**config.mk**
```make
export PLATFORM = sky130hd
export DESIGN_NAME = token_dispatcher_flat
export DESIGN_NICKNAME = d
export VERILOG_FILES = /design/src/rtl/token_dispatcher_pkg.sv /design/src/rtl/token_dispatcher_if.sv /design/src/rtl/token_dispatcher_rr_arbiter.sv /design/src/rtl/token_dispatcher.sv /design/src/flat_wrapper.sv
export SDC_FILE = /design/constraint.sdc
export NUM_CORES = 1
export LEC_CHECK = 0
export CAP_MARGIN = 20
export CORE_AREA = 10 10 174 176
export CTS_CLUSTER_SIZE = 14
export DETAILED_ROUTE_END_ITERATION = 6
export DIE_AREA = 0 0 184 186
export PLACE_DENSITY = 0.79
export SLEW_MARGIN = 5
export SYNTH_ARGS = -nofsm -noshare
export SYNTH_HDL_FRONTEND = slang
export SYNTH_SLANG_ARGS = --single-unit
```
**constraint.sdc**
```tcl
create_clock -name clk -period 12.4 [get_ports clk]
set_input_delay 2.48 -clock clk [delete_from_list [all_inputs] [get_ports clk]]
set_output_delay 2.48 -clock clk [all_outputs]
set_load 0.02 [all_outputs]
```
**src/rtl/token_dispatcher_pkg.sv**
```systemverilog
// Shared types and defaults for the snappy decompressor token dispatcher.
package token_dispatcher_pkg;

  localparam int unsigned DEF_NUM_PARSER = 6;
  localparam int unsigned DEF_TOKEN_W    = 128;
  localparam int unsigned DEF_CNT_W      = 32;

  typedef enum logic [1:0] {
    IDLE = 2'd0,
    RUN  = 2'd1,
    DONE = 2'd2
  } state_t;

endpackage

```
**src/rtl/token_dispatcher_if.sv**
```systemverilog
// Token FIFO read side plus parser-bank write side seen by the dispatcher.
interface token_dispatcher_if
  import token_dispatcher_pkg::*;
#(
  parameter int unsigned NUM_PARSER = DEF_NUM_PARSER,
  parameter int unsigned TOKEN_W    = DEF_TOKEN_W
) ();

  logic                  tf_empty;
  logic [TOKEN_W-1:0]    tf_dout;
  logic                  tf_rd_en;
  logic [NUM_PARSER-1:0] ps_ready;
  logic [NUM_PARSER-1:0] ps_wr;
  logic [TOKEN_W-1:0]    ps_din;

  modport master (
    input  tf_empty, tf_dout, ps_ready,
    output tf_rd_en, ps_wr, ps_din
  );

  modport slave (
    output tf_empty, tf_dout, ps_ready,
    input  tf_rd_en, ps_wr, ps_din
  );

endinterface

```
**src/rtl/token_dispatcher_rr_arbiter.sv**
```systemverilog
// Combinational round-robin arbiter: first requester at or after ptr, wrapping.
module rr_arbiter #(
  parameter int unsigned N = 4,
  localparam int unsigned IDX_W = (N > 1) ? $clog2(N) : 1
) (
  input  logic [N-1:0]     req,
  input  logic [IDX_W-1:0] ptr,
  output logic [N-1:0]     grant,
  output logic [IDX_W-1:0] grant_idx,
  output logic             grant_valid
);

  int unsigned scan;

  always_comb begin
    grant       = '0;
    grant_idx   = '0;
    grant_valid = 1'b0;
    scan        = 0;
    for (int unsigned i = 0; i < N; i++) begin
      scan = 32'(ptr) + i;
      if (scan >= N) scan = scan - N;
      if (!grant_valid && req[IDX_W'(scan)]) begin
        grant_valid             = 1'b1;
        grant[IDX_W'(scan)]     = 1'b1;
        grant_idx               = IDX_W'(scan);
      end
    end
  end

endmodule

```
**src/rtl/token_dispatcher.sv**
```systemverilog
// Pops tokens from the FWFT token FIFO and deals them round-robin to ready parsers.
module token_dispatcher
  import token_dispatcher_pkg::*;
#(
  parameter int unsigned NUM_PARSER = DEF_NUM_PARSER,
  parameter int unsigned TOKEN_W    = DEF_TOKEN_W,
  parameter int unsigned CNT_W      = DEF_CNT_W
) (
  input  logic               clk,
  input  logic               rst,
  input  logic               start,
  input  logic               page_input_finish,
  token_dispatcher_if.master bus,
  output logic [CNT_W-1:0]   dispatch_cnt,
  output logic               busy,
  output logic               dispatch_done
);

  localparam int unsigned IDX_W = $clog2(NUM_PARSER);

  state_t                state, state_nxt;
  logic                  hold_valid;
  logic [TOKEN_W-1:0]    hold_data;
  logic [IDX_W-1:0]      rr_ptr;
  logic                  fin_flag;

  logic [NUM_PARSER-1:0] arb_req;
  logic [NUM_PARSER-1:0] grant_oh;
  logic [IDX_W-1:0]      grant_idx;
  logic                  grant_any;
  logic                  in_run;
  logic                  grant_valid;
  logic                  pop;
  logic                  accept_start;
  logic [IDX_W-1:0]      rr_ptr_nxt;

  logic [NUM_PARSER-1:0] ps_wr_d;
  logic                  busy_d;
  logic                  done_d;

  // Only a held token may compete for a parser
  assign arb_req = hold_valid ? bus.ps_ready : '0;

  rr_arbiter #(.N(NUM_PARSER)) u_arb (
    .req         (arb_req),
    .ptr         (rr_ptr),
    .grant       (grant_oh),
    .grant_idx   (grant_idx),
    .grant_valid (grant_any)
  );

  assign in_run       = (state == RUN);
  assign accept_start = (state == IDLE) && start;
  assign grant_valid  = in_run && grant_any;
  // Refill the holding register whenever it is empty or being emptied this cycle
  assign pop          = in_run && !bus.tf_empty && (!hold_valid || grant_valid);
  assign bus.tf_rd_en = pop;

  assign rr_ptr_nxt = (grant_idx == IDX_W'(NUM_PARSER - 1)) ? '0 : grant_idx + IDX_W'(1);

  // State register
  always_ff @(posedge clk or posedge rst) begin
    if (rst) state <= IDLE;
    else     state <= state_nxt;
  end

  // Next-state logic
  always_comb begin
    state_nxt = state;
    case (state)
      IDLE: if (start) state_nxt = RUN;
      RUN:  if (fin_flag && bus.tf_empty && !hold_valid && !grant_valid) state_nxt = DONE;
      DONE: state_nxt = IDLE;
      default: state_nxt = IDLE;
    endcase
  end

  // Output decode; busy/done follow the state being entered so they align with it
  always_comb begin
    ps_wr_d = '0;
    busy_d  = 1'b0;
    done_d  = 1'b0;
    if (grant_valid) ps_wr_d = grant_oh;
    case (state_nxt)
      RUN:     busy_d = 1'b1;
      DONE:    done_d = 1'b1;
      default: ;
    endcase
  end

  // Output and datapath registers
  always_ff @(posedge clk or posedge rst) begin
    if (rst) begin
      bus.ps_wr     <= '0;
      bus.ps_din    <= '0;
      dispatch_cnt  <= '0;
      busy          <= 1'b0;
      dispatch_done <= 1'b0;
      rr_ptr        <= '0;
      hold_valid    <= 1'b0;
      hold_data     <= '0;
      fin_flag      <= 1'b0;
    end else begin
      bus.ps_wr     <= ps_wr_d;
      busy          <= busy_d;
      dispatch_done <= done_d;

      if (grant_valid) begin
        bus.ps_din   <= hold_data;
        dispatch_cnt <= dispatch_cnt + CNT_W'(1);
        rr_ptr       <= rr_ptr_nxt;
      end

      if (accept_start) begin
        dispatch_cnt <= '0;
        rr_ptr       <= '0;
        hold_valid   <= 1'b0;
      end

      if (pop) begin
        hold_data  <= bus.tf_dout;
        hold_valid <= 1'b1;
      end else if (grant_valid) begin
        hold_valid <= 1'b0;
      end

      // A finish pulse coinciding with a clear still marks the page finished
      if (page_input_finish)                   fin_flag <= 1'b1;
      else if (accept_start || state == DONE)  fin_flag <= 1'b0;
    end
  end

endmodule

```
**src/flat_wrapper.sv**
```systemverilog
// flat-port wrapper written by rule: the top's interface ports become plain ports
module token_dispatcher_flat import token_dispatcher_pkg::*;
#(
  parameter int unsigned NUM_PARSER = DEF_NUM_PARSER,
  parameter int unsigned TOKEN_W    = DEF_TOKEN_W,
  parameter int unsigned CNT_W      = DEF_CNT_W
)
  (clk, rst, start, page_input_finish, dispatch_cnt, busy, dispatch_done, bus_tf_empty, bus_tf_dout, bus_ps_ready, bus_tf_rd_en, bus_ps_wr, bus_ps_din);
  token_dispatcher_if #(.NUM_PARSER(NUM_PARSER), .TOKEN_W(TOKEN_W)) bus_i ();
  input  logic clk;
  input  logic rst;
  input  logic start;
  input  logic page_input_finish;
  output logic [CNT_W-1:0] dispatch_cnt;
  output logic busy;
  output logic dispatch_done;
  input wire logic [$bits(bus_i.tf_empty)-1:0] bus_tf_empty;
  input wire logic [$bits(bus_i.tf_dout)-1:0] bus_tf_dout;
  input wire logic [$bits(bus_i.ps_ready)-1:0] bus_ps_ready;
  output wire logic [$bits(bus_i.tf_rd_en)-1:0] bus_tf_rd_en;
  output wire logic [$bits(bus_i.ps_wr)-1:0] bus_ps_wr;
  output wire logic [$bits(bus_i.ps_din)-1:0] bus_ps_din;
  assign bus_i.tf_empty = bus_tf_empty;
  assign bus_i.tf_dout = bus_tf_dout;
  assign bus_i.ps_ready = bus_ps_ready;
  assign bus_tf_rd_en = bus_i.tf_rd_en;
  assign bus_ps_wr = bus_i.ps_wr;
  assign bus_ps_din = bus_i.ps_din;
  token_dispatcher #(.NUM_PARSER(NUM_PARSER), .TOKEN_W(TOKEN_W), .CNT_W(CNT_W)) u_core (.clk(clk), .rst(rst), .start(start), .page_input_finish(page_input_finish), .bus(bus_i), .dispatch_cnt(dispatch_cnt), .busy(busy), .dispatch_done(dispatch_done));
endmodule
```
# Word-level counts from Yosys, hierarchy flattened
# Index checks and enable logic that the tools add are counted.
# op_classes
addsub	13
n_lt_le_gt_ge	18
n_eq_ne	5
n_mux	65
n_bitwise	5
reduce_logical	32
# op_table
cell	count
32-bit 2-to-1 mux	2
6-bit 2-to-1 mux	8
3-bit 2-to-1 mux	15
32-bit by 1-bit adder with 32-bit output (second input constant)	1
6-bit bitwise OR	5
1-bit 2-to-1 mux	25
3-bit by 4-bit < comparator with 1-bit output (second input constant)	6
4-bit by 3-bit >= comparator with 1-bit output (second input constant)	5
1-bit binary-select mux with 3-bit select	6
1-bit demux with 3-bit select	6
3-bit by 1-bit >= comparator with 1-bit output (second input constant)	6
1-bit logical AND	18
3-bit subtractor (second input constant)	6
3-bit by 2-bit adder with 4-bit output (second input constant)	2
3-bit by 3-bit adder with 4-bit output (second input constant)	2
1-bit zero test	8
3-bit by 1-bit adder with 4-bit output (second input constant)	1
2-bit by 1-bit == test with 1-bit output (second input constant)	2
2-bit == test (second input constant)	2
2-bit 2-to-1 mux	2
2-bit one-hot mux with 2 select lines	1
2-bit nonzero test	2
3-bit by 1-bit adder with 3-bit output (second input constant)	1
3-bit == test (second input constant)	1
other kinds (4)	5
# totals
regBits	303
inputBits	139
output_inout_bits	169
wordCells	148

# Longest topological paths before layout
# Gate-level depths: netlist of run 1.
# depth
ltp_word	27
ltp_mapped	17
depth_no_buf	14

# Modules after synthesis
# A second synthesis of run 1 with hierarchy kept.
# hier_totals
hier_cells	1202
hier_area_um2	12951.2
# modules_own_cells
mod	n_inst	cells_per_inst	area_per_inst_um2	seq_area_each_um2
token_dispatcher	1	1049	11831.3	7582.3
rr_arbiter	1	153	1119.8	0.0

# Worst setup path before layout of run 1
# No wires, ideal clock.
# synth_timing
path_type	input-to-output
from	in bus_ps_ready[4]
to	out bus_tf_rd_en
t_arrival_ps	4033
t_required_ps	9920
slack_ps	5887
stages	8
path_buffers	1
cell_sequence	mux2_2 > nand4b_1 > a211oi_1 > nor4_4 > nand4_4 > o21ai_4 > a21oi_2 > buf_2
# synth_via
elab_chain_len	22
elab_cells_between_ends	32
classes_between	mux: 19; reduce/logical: 13
# synth_lines
item	line	source
start, declared	flat_wrapper.sv:19	input wire logic [$bits(bus_i.ps_ready)-1:0] bus_ps_ready;
6-bit 2-to-1 mux *	token_dispatcher.sv:42	assign arb_req = hold_valid ? bus.ps_ready : '0;
1-bit binary-select mux with 3-bit select	token_dispatcher_rr_arbiter.sv:23	if (!grant_valid && req[IDX_W'(scan)]) begin
1-bit 2-to-1 mux (not written as such)	token_dispatcher_rr_arbiter.sv:23	
1-bit 2-to-1 mux	token_dispatcher_rr_arbiter.sv:23	
1-bit zero test	token_dispatcher_rr_arbiter.sv:23	
1-bit logical AND	token_dispatcher_rr_arbiter.sv:23	
1-bit 2-to-1 mux	token_dispatcher_rr_arbiter.sv:23	
1-bit zero test	token_dispatcher_rr_arbiter.sv:23	
[6 not listed]	n/a	
1-bit logical AND	token_dispatcher_rr_arbiter.sv:23	
1-bit 2-to-1 mux	token_dispatcher_rr_arbiter.sv:23	
1-bit zero test	token_dispatcher_rr_arbiter.sv:23	
1-bit logical AND	token_dispatcher_rr_arbiter.sv:23	
1-bit 2-to-1 mux *	token_dispatcher_rr_arbiter.sv:23	
1-bit logical AND *	token_dispatcher.sv:54	assign grant_valid = in_run && grant_any;
1-bit logical OR *	token_dispatcher.sv:56	assign pop = in_run && !bus.tf_empty && (!hold_valid || grant_valid);
1-bit logical AND *	token_dispatcher.sv:56	
end, declared	flat_wrapper.sv:20	output wire logic [$bits(bus_i.tf_rd_en)-1:0] bus_tf_rd_en;
# Mark *: on every way between the ends. The rest lies on a longest branch, timed or not. The select of a mux whose other input is x is not followed.

# Worst setup path in the final report of run 1
# Ends and elaborated chain as after synthesis.

==> results.cfg, run 1 <==
[status]
status = finished clean

[routing]
firstDrtPassIters = 5
drt-wirelength-per-cell_um = 20.2
routed_wl_um = 37200
routed_via_density = 5.31
ant_nets = 0
drt_iter0_markers = 743
drc = 0
num_vias = 9778

[power_and_ir_drop]
seqPwrFrac = 0.319
power_frac_clock = 0.177
pwr-share-comb = 0.504
leakagePower_nw = 8.10
vdd_drop_max_mv = 0.226
sw_frac_of_total = 0.408
power.switching_w = 0.00222
powerDensity_nw_per_um2 = 309
internal-power_w = 0.00323

[layout]
drive_above_1_share = 0.138
syn_to_final_growth_pct = 32.6
fin_nets = 1625

[clock_network]
postCtsSetupRepairBufs = 0
htree_num_levels = 1
insertion_delay_ns = 0.55
numClockSinks = 303
cts_hold_buffers = 0
cts_buffers = 31
cts-root-buf = clkbuf_16
cts_tree = done
cts_buffer_depth = 3
cts_resized = 0
clk_pin_slew_ns = 0.06

[placement]
place_congestion = 0.876
pre_cts_slack_ns = 4.07
io_buffers = 307
hpwlAfterDp_um = 25500

[yosys]
synth_edf_count = 0
synth_top_cell_by_area = dfrtp_1
async_reset_ff_frac = 1.00
synthTopCellsByCount = nand2_1, dfrtp_1, mux2_4
synth_seq_cells = 303
yosysUniqueCellTypes = 65
syn_inst = 1188
ys_warn_count = 0
yosysMostFrequentCell = nand2_1
synth_seq_area_share = 0.571
synthesis.area_um2 = 13300
synth_flop_cell = dfrtp_1
synth_area_per_cell_um2 = 11.2
synth_area_leaders = dfrtp_1, nand2_1, mux2_4
synth_top_area_frac = 0.571
synth_nets = 1337

[timing]
fin_crit_sh = 0.670
fin_ws_ns = 4.09
hold_viol = 0
tns_ns = 0
fin_skew_ns = 0.00659
final_max_slew_viol_count = 0
slew_headroom = 0.296
rsz0062_at_grt = false
fin_crit_ns = 8.31
fmax_mhz = 120
setup_viol = 0
tightest_slew_ns = 1.06

[floorplanning]
coreArea_um2 = 26700
die_h_um = 186
start_util = 0.497
ioPinCount = 308
dieArea_um2 = 34200
die_w_um = 184
fp-row-count = 60

[global_routing]
grt_pass1_vias = 10100
grt_max_degree = 156
grt.total_usage = 0.209
grt_pass1_wl_um = 57200
grt_overflow = 0
grt_antenna_before_repair = 2

[worst_hold_path]
worstHoldStart = u_core.hold_data[0]$_DFFE_PP0P_
worst_hold_path.endpoint = u_core.bus.ps_din[0]$_DFFE_PP0P_
hold_depth = 2
hold_class = reg -> reg

[setup_path]
worst_setup_path_end_kind = output pin
critPathArrivalTime_ns = 5.83
critPathKind = in -> out
worst_r2r_path_depth = 10
r2r_end = u_core.hold_data[90]$_DFFE_PP0P_
startpoint_type = input port
cp.required_ns = 9.92
r2r-start = u_core.rr_ptr[0]$_DFFE_PP0P_
reg2reg_slack_ns = 6.61
critPathMaxFanout = 21

[run]
drv_cap = 0
## power by group through the flow
stage | Combinational, W | Sequential, W | Clock [W]
after CTS | 0.00276 | 0.00173 | 0.000983
after global placement | 0.00267 | 0.00172 | 0
after global routing | 0.00299 | 0.00179 | 0.00103
after floorplan | 0.00165 | 0.00193 | 0
final | 0.00275 | 0.00174 | 0.000964
after detailed placement | 0.00274 | 0.00174 | 0
## worst max path at each step
stage	startpoint	endpoint	slack, ns	depth (start not counted)
after floorplan	rst	u_core.bus.ps_din[0]$_DFFE_PP0P_	1.55	1
after global routing	bus_ps_ready[4]	bus_tf_rd_en	3.86	9
after detailed placement	bus_ps_ready[4]	bus_tf_rd_en	4.07	9
after global placement	bus_ps_ready[4]	bus_tf_rd_en	4.10	9
after CTS	bus_ps_ready[4]	bus_tf_rd_en	4.05	9
final	bus_ps_ready[4]	bus_tf_rd_en	4.09	9
## layer usage
layer,track usage,share of wire,vias up
met1,0.246,0.39,4814
met5,0,0,-
li1,-,-,4582
met4,0.0852,0.038,0
met2,0.353,0.50,305
met3,0.0614,0.075,77
## final cells by class
cell class                 instances  area [um2]
fill                            2009        9120
sequential                       303        7580
multi-input combinational        806        5260
timing repair buffer             318        3220
clock buffer                      43         891
tap                              341         427
clock inverter                    12         163
inverter                          16        67.6
antenna                            2        5.00
## cell families after synthesis
group,Yosys count,synth area share
AOI/OAI and AO/OA,117,0.0587
xor gates and xnor gates,11,0.00782
adders and majority gates,10,0.00942
buffers and inverters,79,0.0344
DFF,303,0.571
muxes,139,0.147
and+or+nand+nor,529,0.172
## layout by cell type (no fill, tap or decap), types with 13 or more instances in the layout
master,netlist,layout
clkbuf_16,0,31
mux2_2,34,34
nand2_1,411,411
o21ai_0,26,26
mux2_4,100,100
nand3_1,13,13
dfrtp_1,303,303
clkdlybuf4s50_1,0,307
nor2_1,20,20
or3_1,21,21
a21oi_1,30,30
inv_1,16,15
## sequential cells by signal (all words and copies together) (netlist names)
signal / count
u_core.bus.ps_din: 128
u_core.hold_data: 128
u_core.dispatch_cnt: 32
u_core.bus.ps_wr: 6
u_core.rr_ptr: 3
u_core.state: 2
u_core.busy: 1
u_core.dispatch_done: 1
u_core.fin_flag: 1
u_core.hold_valid: 1
## per-stage QoR
stage	hold slack [ns]	std cells	utilization	area (um2)	total power [W]
finish	0.463	1841	0.659	17600	0.00545
global route	0.481	1841	0.659	17600	0.00581
CTS	0.466	1835	0.655	17500	0.00548
detailed placement	0.450	1780	0.616	16500	0.00448
global placement	0.439	1780	0.616	16500	0.00439
floorplan	0.435	1188	-	13300	0.00358
## worst max-delay path, stage by stage
cell	delay (ns)
clkdlybuf4s50_1	0.49
mux2_2	0.17
nand2_1	0.10
nor3b_1	0.55
nor3_2	0.18
nand4_4	0.19
o21ai_4	0.08
a21oi_4	0.81
clkdlybuf4s50_1	0.77
Note: power is estimated with default switching activity, not from simulation.
==> run 2: changes to the inputs <==
clock period = 7.7 ns   (was 12.4 ns; I/O delays follow)
==> run 2 against run 1 <==
Cell area increased by 0.30%. Setup slack worse by 2.8 ns. Critical endpoint unchanged. Flip-flop and latch count is the same. Critical path depth unchanged. Highest routed layer unchanged. Clock power is 69% higher. First-iteration DRC count increased by 3.4%. Register-to-register slack worse by 4.2 ns. Sequential power grew 60%. Die area stayed put. Sequential share of layout area decreased by 0.13 points.
==> results.cfg, run 2 (synthesis results as in run 1) <==
[status]
status = finished clean

[global_routing]
grt_pass1_wl_um = 57000
grt_max_degree = 164
grt_overflow = 0
grt.total_usage = 0.209
grt_pass1_vias = 10100
grt_antenna_before_repair = 3

[clock_network]
cts_hold_buffers = 0
postCtsSetupRepairBufs = 0
insertion_delay_ns = 0.51
cts_buffers = 34
cts_buffer_depth = 3
htree_num_levels = 2
cts_resized = 0
cts-root-buf = clkbuf_16
clk_pin_slew_ns = 0.06
numClockSinks = 303
cts_tree = done

[floorplanning]
die_w_um = 184
fp-row-count = 60
dieArea_um2 = 34200
coreArea_um2 = 26700
start_util = 0.497
die_h_um = 186
ioPinCount = 308

[routing]
drt_iter0_markers = 768
ant_nets = 0
routed_via_density = 5.27
routed_wl_um = 36400
num_vias = 9724
firstDrtPassIters = 4
drc = 0
drt-wirelength-per-cell_um = 19.8

[layout]
drive_above_1_share = 0.136
final_util = 0.661
fillers = 2018
top_regs = u_core.bus.ps_din x128, u_core.hold_data x128, u_core.dispatch_cnt x32
layout_commonest_cell = nand2_1
finalNonFillerCells = 1845
fin_nets = 1626
final_cell_mix = nand2_1, clkdlybuf4s50_1, dfrtp_1
syn_to_final_growth_pct = 33.0

[timing]
fin_crit_sh = 0.826
fin_crit_ns = 6.36
slew_headroom = 0.221
tns_ns = 0
hold_viol = 0
tightest_slew_ns = 1.17
rsz0062_at_grt = false
fin_skew_ns = 0.0190
fmax_mhz = 157
setup_viol = 0
fin_hold_ws_ns = 0.456
fin_ws_ns = 1.34
final_max_slew_viol_count = 0

[setup_path]
cp_cell_sequence = inv_1 > ha_1 > nand2_1 > o22ai_1 > mux2_2 > o2bb2ai_2 > o21ai_4 > a21oi_4 > clkdlybuf4s50_1
startpoint_type = register
slowest_stage = dfrtp_1
cp.required_ns = 6.16
critPathMaxFanout = 26
critPathKind = reg -> out
worst_setup_path_end_kind = output pin
critPathArrivalTime_ns = 4.82
worst_path_largest_cell_delay_ns = 0.92

[power_and_ir_drop]
leakagePower_nw = 8.10
vdd_drop_max_mv = 0.290
powerDensity_nw_per_um2 = 501

[worst_hold_path]
hold_class = reg -> reg

[placement]
pre_cts_slack_ns = 1.91
place_congestion = 0.850
hpwlAfterDp_um = 24700
dpl.cell_count = 1780
io_buffers = 307

[run]
drv_cap = 0
-- run 2: cell types whose count changed in the layout (fill, tap and decap cells not counted), sizes merged --
cell      delta
buf          -3
clkbuf       +8
clkinv       -3
clkinvlp     +2
diode        +1
inv          -1
-- run 2: worst max-delay path, delay by kind of cell, from the launching register on --
kind | cells | cell delay (ns)
muxes | 1 | 0.40
buffers and inverters | 2 | 1.05
adders and majority gates | 1 | 0.72
and+or+nand+nor | 1 | 0.10
AOI/OAI and AO/OA | 4 | 1.13
DFF | 1 | 0.92
-- run 2: metrics by stage --
step                instance area (um2)  total power [W]
floorplan                         13300          0.00577
global placement                  16500          0.00708
detailed placement                16500          0.00722
CTS                               17600          0.00891
global route                      17700          0.00945
finish                            17700          0.00885
-- run 2: metal layers --
layer  GRT usage  share of wire  up-vias
met5           0              0        -
met4      0.0947          0.038        0
met3      0.0636          0.071       69
met2       0.342           0.49      281
met1       0.249           0.40     4787
li1            -              -     4587
-- run 2: final timing paths --
kind                                                    from                            endpoint  slack (ns)  depth (start not counted)
setup / recovery                u_core.rr_ptr[0]$_DFFE_PP0P_                        bus_tf_rd_en        1.34                          9
max in group asynchronous                                rst   u_core.hold_data[101]$_DFFE_PP0P_        4.79                          4
setup reg to reg                u_core.rr_ptr[0]$_DFFE_PP0P_  u_core.dispatch_cnt[3]$_DFFE_PP0P_        2.41                         12
hold reg to reg            u_core.hold_data[121]$_DFFE_PP0P_  u_core.bus.ps_din[121]$_DFFE_PP0P_        0.46                          2
hold / removal             u_core.hold_data[121]$_DFFE_PP0P_  u_core.bus.ps_din[121]$_DFFE_PP0P_        0.46                          2
min in group asynchronous                                rst   u_core.hold_data[115]$_DFFE_PP0P_        1.56                          3
-- run 2: where the power goes --
group	total (W)	leakage, nW	switching (W)	internal (W)
sequential	0.00279	3.73	0.000437	0.00236
combinational	0.00442	3.82	0.00250	0.00192
clock	0.00163	0.543	0.000633	0.00100
-- run 2: cell type report --
| type | instances | area [um2] | area share |
|---|---|---|---|
| antenna | 3 | 7.51 | 0.000425 |
| clock buffer | 50 | 961 | 0.0544 |
| clock inverter | 10 | 166 | 0.00942 |
| inverter | 16 | 63.8 | 0.00361 |
| multi-input combinational | 806 | 5260 | 0.298 |
| sequential | 303 | 7580 | 0.429 |
| tap | 341 | 427 | 0.0242 |
| timing repair buffer | 316 | 3200 | 0.181 |
==> run 3: changes to the inputs <==
clock period = 5.9 ns   (was 7.7 ns; I/O delays follow)
==> run 3 against run 2 <==
Clock power increased by 23%. Combinational power increased by 33%. Global-route usage about the same. Register-to-register slack got worse by 1.2 ns. First-iteration DRC count decreased by 5.1%. Power increased by 30%. Cell count unchanged. Die area unchanged. Non-clock buffer count increased by 4. Sequential share of layout area increased by 0.070 points. Core utilization decreased by 0.11 points. Critical endpoint unchanged. Largest power group unchanged.
==> results.cfg, run 3 (synthesis results as in run 1) <==
[floorplanning]
start_util = 0.497
ioPinCount = 308
die_h_um = 186
die_w_um = 184
fp-row-count = 60
coreArea_um2 = 26700
dieArea_um2 = 34200

[timing]
rsz0062_at_grt = false
setup_viol = 0
final_max_slew_viol_count = 0
fin_hold_ws_ns = 0.463
fin_crit_sh = 0.896
fin_skew_ns = 0.0148
tns_ns = 0
tightest_slew_ns = 1.30
fmax_mhz = 189
fin_crit_ns = 5.28
slew_headroom = 0.131
hold_viol = 0

[layout]
fillers = 2021
finalNonFillerCells = 1845
stdcell_area_um2 = 17600
syn_to_final_growth_pct = 32.8
final_cell_mix = nand2_1, clkdlybuf4s50_1, dfrtp_1
drive_above_1_share = 0.142
top_regs = u_core.bus.ps_din x128, u_core.hold_data x128, u_core.dispatch_cnt x32
layout_commonest_cell = nand2_1
fin_nets = 1627

[power_and_ir_drop]
powerDensity_nw_per_um2 = 653
leakagePower_nw = 8.10
vdd_drop_max_mv = 0.452

[setup_path]
r2r_end = u_core.dispatch_cnt[3]$_DFFE_PP0P_
startpoint_type = register
cp.required_ns = 4.72
slowest_stage = ha_1
startpoint = u_core.rr_ptr[1]$_DFFE_PP0P_
worst_setup_path_end_kind = output pin
critPathMaxFanout = 18
critPathArrivalTime_ns = 4.10
worst_path_largest_cell_delay_ns = 0.66
critPathKind = reg -> out
reg2reg_slack_ns = 1.21
cp-endpoint = bus_tf_rd_en
worst_r2r_path_depth = 12
r2r-start = u_core.rr_ptr[1]$_DFFE_PP0P_
cp_cell_sequence = inv_1 > ha_1 > inv_1 > a211oi_1 > nor4_4 > nand4_4 > o21ai_4 > a21oi_4 > clkdlybuf4s50_1
crit_top_cell = inv_1

[routing]
num_vias = 9913
routed_wl_um = 37100
drt_iter0_markers = 729
ant_nets = 0
drc = 0
routed_via_density = 5.37
drt-wirelength-per-cell_um = 20.1
firstDrtPassIters = 5

[global_routing]
grtUsageMet1 = 0.250
grt_pass1_vias = 10100
grt.total_usage = 0.209
use_met2 = 0.346
grt_overflow = 0
grt_antenna_before_repair = 1
grt_pass1_wl_um = 57600
grt_max_degree = 130
grt_busiest_layer = met2
grtUsageMet3 = 0.0626

[clock_network]
postCtsSetupRepairBufs = 0
clk_pin_slew_ns = 0.06
insertion_delay_ns = 0.56
htree_num_levels = 1
cts_buffer_depth = 3
cts_tree = done
cts_resized = 0
cts-root-buf = clkbuf_16
cts_buffers = 31
cts_hold_buffers = 0
numClockSinks = 303

[placement]
dpl.cell_count = 1785
io_buffers = 307
hpwlAfterDp_um = 25800
place_congestion = 0.842
placed_cell_area_um2 = 16600

[run]
drv_cap = 0

[worst_hold_path]
hold_depth = 2
hold_class = reg -> reg

[status]
status = finished clean
run 3: cell types whose count changed in the layout (fill, tap and decap cells not counted), moves of 2 or more:
cell	before	now
buf_4	5	7
clkbuf_1	11	4
clkinv_4	0	2
clkinv_2	3	8
diode_2	3	1
clkbuf_8	5	7
buf_12	3	5
clkbuf_16	35	31
run 3: layer usage:
layer  vias up  wire [um]
met1      4920      14700
li1       4590          -
met2       315      18100
met4         0       1480
met3        88       2890
met5         -          0
run 3: area by class of cell:
type	count	area [um2]	area share
timing repair buffer	320	3240	0.184
sequential	303	7580	0.430
clock buffer	42	887	0.0503
multi-input combinational	806	5260	0.298
inverter	16	63.8	0.00362
antenna	1	2.50	0.000142
tap	341	427	0.0242
clock inverter	16	171	0.00972
run 3: worst max-delay path: cells and delay by family (launching register included):
kind | cells | cell delay [ns]
compound gates | 3 | 0.92
fa+ha+maj | 1 | 0.66
buf+inv | 3 | 1.06
flops | 1 | 0.59
simple gates | 2 | 0.34
run 3: how the worst min path moves through the flow:
stage,slack (ns),from,to
2_1_floorplan,0.43,u_core.hold_data[0]$_DFFE_PP0P_,u_core.bus.ps_din[0]$_DFFE_PP0P_
5_1_grt,0.49,u_core.hold_data[15]$_DFFE_PP0P_,u_core.bus.ps_din[15]$_DFFE_PP0P_
6_report,0.46,u_core.hold_data[7]$_DFFE_PP0P_,u_core.bus.ps_din[7]$_DFFE_PP0P_
3_3_place_gp,0.44,u_core.hold_data[13]$_DFFE_PP0P_,u_core.bus.ps_din[13]$_DFFE_PP0P_
3_5_place_dp,0.45,u_core.hold_data[14]$_DFFE_PP0P_,u_core.bus.ps_din[14]$_DFFE_PP0P_
4_1_cts,0.47,u_core.hold_data[121]$_DFFE_PP0P_,u_core.bus.ps_din[121]$_DFFE_PP0P_
run 3: report_power, final:
group          internal (W)  total [W]  switching, W
logic               0.00254    0.00588       0.00334
registers           0.00307    0.00362      0.000548
clock network       0.00118    0.00201      0.000825
run 3: per-stage QoR:
stage	power, W	util	setup slack, ns
3_5_place_dp	0.00950	0.620	0.887
6_report	0.0115	0.660	0.616
4_1_cts	0.0116	0.659	0.621
5_1_grt	0.0123	0.660	0.301
2_1_floorplan	0.00753	-	0.691
3_3_place_gp	0.00931	0.620	0.908
